===== src/rtl/note_player_if.sv =====
// Note handshake between song reader, note player, frequency ROM and sample generator.
// master = song reader / ROM / downstream side; slave = the note player.
interface note_player_if #(
  parameter int NOTE_WIDTH = 6,
  parameter int DUR_WIDTH  = 6,
  parameter int STEP_WIDTH = 20
);
  logic                  play;
  logic                  new_note;
  logic [NOTE_WIDTH-1:0] note;
  logic [DUR_WIDTH-1:0]  duration;
  logic                  beat;
  logic [NOTE_WIDTH-1:0] freq_addr;
  logic [STEP_WIDTH-1:0] freq_data;
  logic [STEP_WIDTH-1:0] step_size;
  logic                  note_active;
  logic [DUR_WIDTH-1:0]  beats_left;
  logic                  note_done;

  modport master (
    output play, new_note, note, duration, beat, freq_data,
    input  freq_addr, step_size, note_active, beats_left, note_done
  );

  modport slave (
    input  play, new_note, note, duration, beat, freq_data,
    output freq_addr, step_size, note_active, beats_left, note_done
  );
endinterface


===== src/rtl/note_player.sv =====
// Latches a note, fetches its phase step from the frequency ROM, holds it for the
// note's beat count and pulses note_done; new_note with play aborts and relatches.
module note_player #(
  parameter int NOTE_WIDTH = 6,
  parameter int DUR_WIDTH  = 6,
  parameter int STEP_WIDTH = 20
) (
  input  logic          clk,
  input  logic          reset,
  note_player_if.slave  bus
);

  typedef enum logic [1:0] {IDLE, FETCH, PLAY, DONE} state_t;

  state_t                state_q;
  logic [NOTE_WIDTH-1:0] note_q;
  logic [DUR_WIDTH-1:0]  beats_left_q;
  logic [STEP_WIDTH-1:0] step_q;
  logic                  start;

  assign start = bus.new_note && bus.play;

  always_ff @(posedge clk) begin
    if (!reset) begin
      state_q      <= IDLE;
      note_q       <= '0;
      beats_left_q <= '0;
      step_q       <= '0;
    end else begin
      case (state_q)
        IDLE: begin
          step_q <= '0;
          if (start) begin
            note_q       <= bus.note;
            beats_left_q <= bus.duration;
            state_q      <= FETCH;
          end
        end
        FETCH: begin
          if (start) begin
            note_q       <= bus.note;
            beats_left_q <= bus.duration;
            state_q      <= FETCH;
          end else if (beats_left_q == '0) begin
            step_q  <= '0;
            state_q <= DONE;
          end else begin
            // Note 0 is a rest: silence regardless of what the ROM holds there.
            step_q  <= (note_q == '0) ? '0 : bus.freq_data;
            state_q <= PLAY;
          end
        end
        PLAY: begin
          if (start) begin
            note_q       <= bus.note;
            beats_left_q <= bus.duration;
            state_q      <= FETCH;
          end else if (bus.beat && bus.play) begin
            if (beats_left_q <= DUR_WIDTH'(1)) begin
              beats_left_q <= '0;
              step_q       <= '0;
              state_q      <= DONE;
            end else begin
              beats_left_q <= beats_left_q - DUR_WIDTH'(1);
            end
          end
        end
        DONE: begin
          if (start) begin
            note_q       <= bus.note;
            beats_left_q <= bus.duration;
            state_q      <= FETCH;
          end else begin
            state_q <= IDLE;
          end
        end
        default: state_q <= IDLE;
      endcase
    end
  end

  assign bus.freq_addr   = note_q;
  assign bus.step_size   = step_q;
  assign bus.beats_left  = beats_left_q;
  assign bus.note_active = (state_q == FETCH) || (state_q == PLAY);
  assign bus.note_done   = (state_q == DONE);

endmodule


===== src/flat_wrapper.sv =====
// flat-port wrapper written by rule: the top's interface ports become plain ports
module note_player_flat 
#(
  parameter int NOTE_WIDTH = 6,
  parameter int DUR_WIDTH  = 6,
  parameter int STEP_WIDTH = 20
)
  (clk, reset, bus_play, bus_new_note, bus_note, bus_duration, bus_beat, bus_freq_data, bus_freq_addr, bus_step_size, bus_note_active, bus_beats_left, bus_note_done);
  note_player_if #(.NOTE_WIDTH(NOTE_WIDTH), .DUR_WIDTH(DUR_WIDTH), .STEP_WIDTH(STEP_WIDTH)) bus_i ();
  input  logic clk;
  input  logic reset;
  input wire logic [$bits(bus_i.play)-1:0] bus_play;
  input wire logic [$bits(bus_i.new_note)-1:0] bus_new_note;
  input wire logic [$bits(bus_i.note)-1:0] bus_note;
  input wire logic [$bits(bus_i.duration)-1:0] bus_duration;
  input wire logic [$bits(bus_i.beat)-1:0] bus_beat;
  input wire logic [$bits(bus_i.freq_data)-1:0] bus_freq_data;
  output wire logic [$bits(bus_i.freq_addr)-1:0] bus_freq_addr;
  output wire logic [$bits(bus_i.step_size)-1:0] bus_step_size;
  output wire logic [$bits(bus_i.note_active)-1:0] bus_note_active;
  output wire logic [$bits(bus_i.beats_left)-1:0] bus_beats_left;
  output wire logic [$bits(bus_i.note_done)-1:0] bus_note_done;
  assign bus_i.play = bus_play;
  assign bus_i.new_note = bus_new_note;
  assign bus_i.note = bus_note;
  assign bus_i.duration = bus_duration;
  assign bus_i.beat = bus_beat;
  assign bus_i.freq_data = bus_freq_data;
  assign bus_freq_addr = bus_i.freq_addr;
  assign bus_step_size = bus_i.step_size;
  assign bus_note_active = bus_i.note_active;
  assign bus_beats_left = bus_i.beats_left;
  assign bus_note_done = bus_i.note_done;
  note_player #(.NOTE_WIDTH(NOTE_WIDTH), .DUR_WIDTH(DUR_WIDTH), .STEP_WIDTH(STEP_WIDTH)) u_core (.clk(clk), .reset(reset), .bus(bus_i));
endmodule

===== config.mk =====
export PLATFORM = sky130hd
export DESIGN_NAME = note_player_flat
export DESIGN_NICKNAME = d
export VERILOG_FILES = /design/src/rtl/note_player_if.sv /design/src/rtl/note_player.sv /design/src/flat_wrapper.sv
export SDC_FILE = /design/constraint.sdc
export NUM_CORES = 1
export LEC_CHECK = 0
export BUFFER_PORTS_ARGS = -buffer_cell sky130_fd_sc_hd__buf_2
export CAP_MARGIN = 15
export CELL_PAD_IN_SITES_DETAIL_PLACEMENT = 0
export CELL_PAD_IN_SITES_GLOBAL_PLACEMENT = 1
export CORE_ASPECT_RATIO = 1.5
export CORE_MARGIN = 2
export CORE_UTILIZATION = 36
export DETAILED_ROUTE_END_ITERATION = 16
export PLACE_DENSITY_LB_ADDON = 0.1
export SLEW_MARGIN = 5
export SYNTH_ARGS = -nofsm -noshare
export SYNTH_HDL_FRONTEND = slang
export SYNTH_SLANG_ARGS = --single-unit

===== constraint.sdc =====
create_clock -name clk -period 4.79 [get_ports clk]
set_input_delay 0.2395 -clock clk [delete_from_list [all_inputs] [get_ports clk]]
set_output_delay 0.2395 -clock clk [all_outputs]
set_load 0.05 [all_outputs]

==> results.ini <==
[die]
coreArea_mm2=0.00450
die_area_mm2=0.00524
num_rows=30
die_h_um=87.7
dieWidth_um=59.8
io_pins=71
start_util_pct=37.3

[routing]
antenna_left=0
drt_iter0_drc=89
via_count=1651
drtPass1Iterations=4
vias_per_cell=5.41
wl_per_cell_um=14.3
routed_wl_um=4370
remaining_drc_errors=0

[outcome]
status=finished, final reports clean

[timing]
finalSetupViolCount=0
timing.final.crit_share_pct=52.5
finalWorstSetupSlack_ps=2270
max_freq_mhz=397
relSlewSlack_pct=37.1
rsz0062_at_grt=no
worst_pin_slew_ps=944
drv_slew=0
setup_tns_ps=0
final.setup_skew_ps=3.81
hold_viol=0
period_minus_slack_ps=2520

[synth]
synth_top_family_by_area=simple AND/OR/NAND/NOR gates
syn_inst=196
seq_area_frac_synth_pct=40.5
synth_simple_gate_area_share_pct=24.9
synth_top_flop_cell=dfxtp_1
synth-compound-area-share_pct=20.0
synth_fa_ha_area_share_pct=5.21
synth_top_area_share_pct=40.5
synth-async-reset-ratio_pct=0
synth_edf_count=0
synth_top_area_cell=dfxtp_1
synthMuxAreaShare_pct=3.57
yosys.cell_types.count=42
yosys-top-cells-area=dfxtp_1 41%, nand4_1 7.4%, nand3_1 7.1%
avgSynthCellArea_um2=8.57
synth-seq-cells=34
synth_xor_area_share_pct=0
yosysWarnings=0
syn_area_mm2=0.00168
syn_nets=240

[pwr]
cellLeakagePower_uw=0.000944
ir_drop_uv=258
totalPowerFinal_uw=1020
p_per_area_mw_per_mm2=477

[finish]
diodes=0
final_common_cell=buf_2
layout_common_cells=70 x buf_2, 34 x dfxtp_1, 24 x nand3_1
regArea_um2=681
syn_to_final_growth_pct=26.7
nets=300
fillerInstances=469
layout-drive-gt1-share_pct=33.5
multi_input_comb_area_um2=917

[min_path]
hold_path_class=in2reg

[clocking]
clk_pin_slew_ps=70
cts.path.max_buffers=2
cts_tree=done
cts_resized=0
clock_sinks=34
ctsHoldBuffers=0
clock_latency_ps=280
postCtsSetupBuffers=0
cts_root_buffer=clkbuf_8
htreeDepth=2
numCtsBuffers=5

[global_route]
grtUsageTotal_pct=17.9
grt_util_met2_pct=29.8
grt_pass1_wl_um=7220
antenna_found_initial=0
grt_max_degree=47
grt.busiest_layer=met2
grt-ovfl-total=0
grt_pass1_vias=1548
met1_usage_pct=21.6
use_met3_pct=4.58

[place]
post-place-ws_ps=2270
place.gp.congestion=0.797
dpl.hpwl_um=3100
io_buffers=70

[setup_path]
crit_type=reg2reg
crit_slowest_cell=a31oi_4
required_ps=5000
worst_path_largest_cell_delay_ps=810
path_cells=inv_1 > ha_1 > a311oi_1 > a31oi_4 > nand3_1 > o21ai_1
crit_buf_inv=1
critPathTopFamily=compound AO/OA/AOI/OAI gates
cp_max_fo=40
crit_path_end_kind=flip-flop
critPathArrivalTime_ps=2720
cp-start-kind=flip-flop

[job]
max_cap_viol_count=0

metal layers:
metal | routed length [µm] | up-vias | part of all wire, %
met1 | 1840 | 744 | 42
met2 | 2230 | 49 | 51
met4 | 66 | 0 | 1.5
met5 | 0 | - | 0
li1 | - | 853 | -
met3 | 232 | 5 | 5.3
logic make-up after synthesis:
logic type / after synthesis
compound gates: 50
mux: 6
simple gates: 75
fa+ha+maj: 7
flops: 34
buf+inv: 24
registers in the layout (all words and copies together) (netlist names):
register / cells
u_core.state_q: 2
u_core.bus.step_size: 20
u_core.bus.beats_left: 6
u_core.bus.freq_addr: 6
through the flow:
stage,util [%],instances,hold slack [ps],cell area (µm²)
2_1_floorplan,-,196,383,1680
3_3_place_gp,45.3,297,442,2040
3_5_place_dp,45.3,297,447,2040
4_1_cts,47.3,305,181,2130
5_1_grt,47.3,305,177,2130
6_report,47.3,305,184,2130
power by group:
group          internal [µW]  leakage (µW)  switching (µW)
Combinational            129      0.000619             326
Clock                    116     0.0000482             103
Sequential               315      0.000276            25.8
Total                    560      0.000944             455
worst min-delay path: cells and delay by family:
family | cells | cell delay, ps
buffers and inverters | 1 | 70
multiplexers | 1 | 50
AND/OR/NAND/NOR | 1 | 70
path summary, 6_finish.rpt:
kind,from,end,slack [ps],cells after the start
setup / recovery,u_core.state_q[1],u_core.bus.step_size[1],2270,6
hold / removal,bus_note[3],u_core.bus.freq_addr[3],180,3
setup reg to reg,u_core.state_q[1],u_core.bus.step_size[1],2270,6
hold reg to reg,u_core.bus.step_size[17],u_core.bus.step_size[17],450,2
final cells by class:
type,instances,area share [%]
multi-input cells,138,43.1
clock inverters,1,0.235
well taps,48,2.82
flip-flops and latches,34,32.0
clock buffers,7,4.05
repair buffers,71,16.8
inverters,6,1.06
cell usage after synthesis, drive strengths merged, types with 2 or more instances:
| cell | instances |
|---|---|
| a31oi | 2 |
| o21ai | 22 |
| or3 | 2 |
| nor3 | 4 |
| nand4 | 20 |
| a21oi | 8 |
| dfxtp | 34 |
| nand3 | 24 |
| or4 | 2 |
| inv | 6 |
| a22oi | 3 |
| nor4 | 3 |
| nand2 | 4 |
| clkbuf | 13 |
| mux2i | 6 |
| buf | 5 |
| a32oi | 2 |
| ha | 7 |
| and2 | 2 |
| nor2 | 12 |
Power figures use the tool's default switching activity.
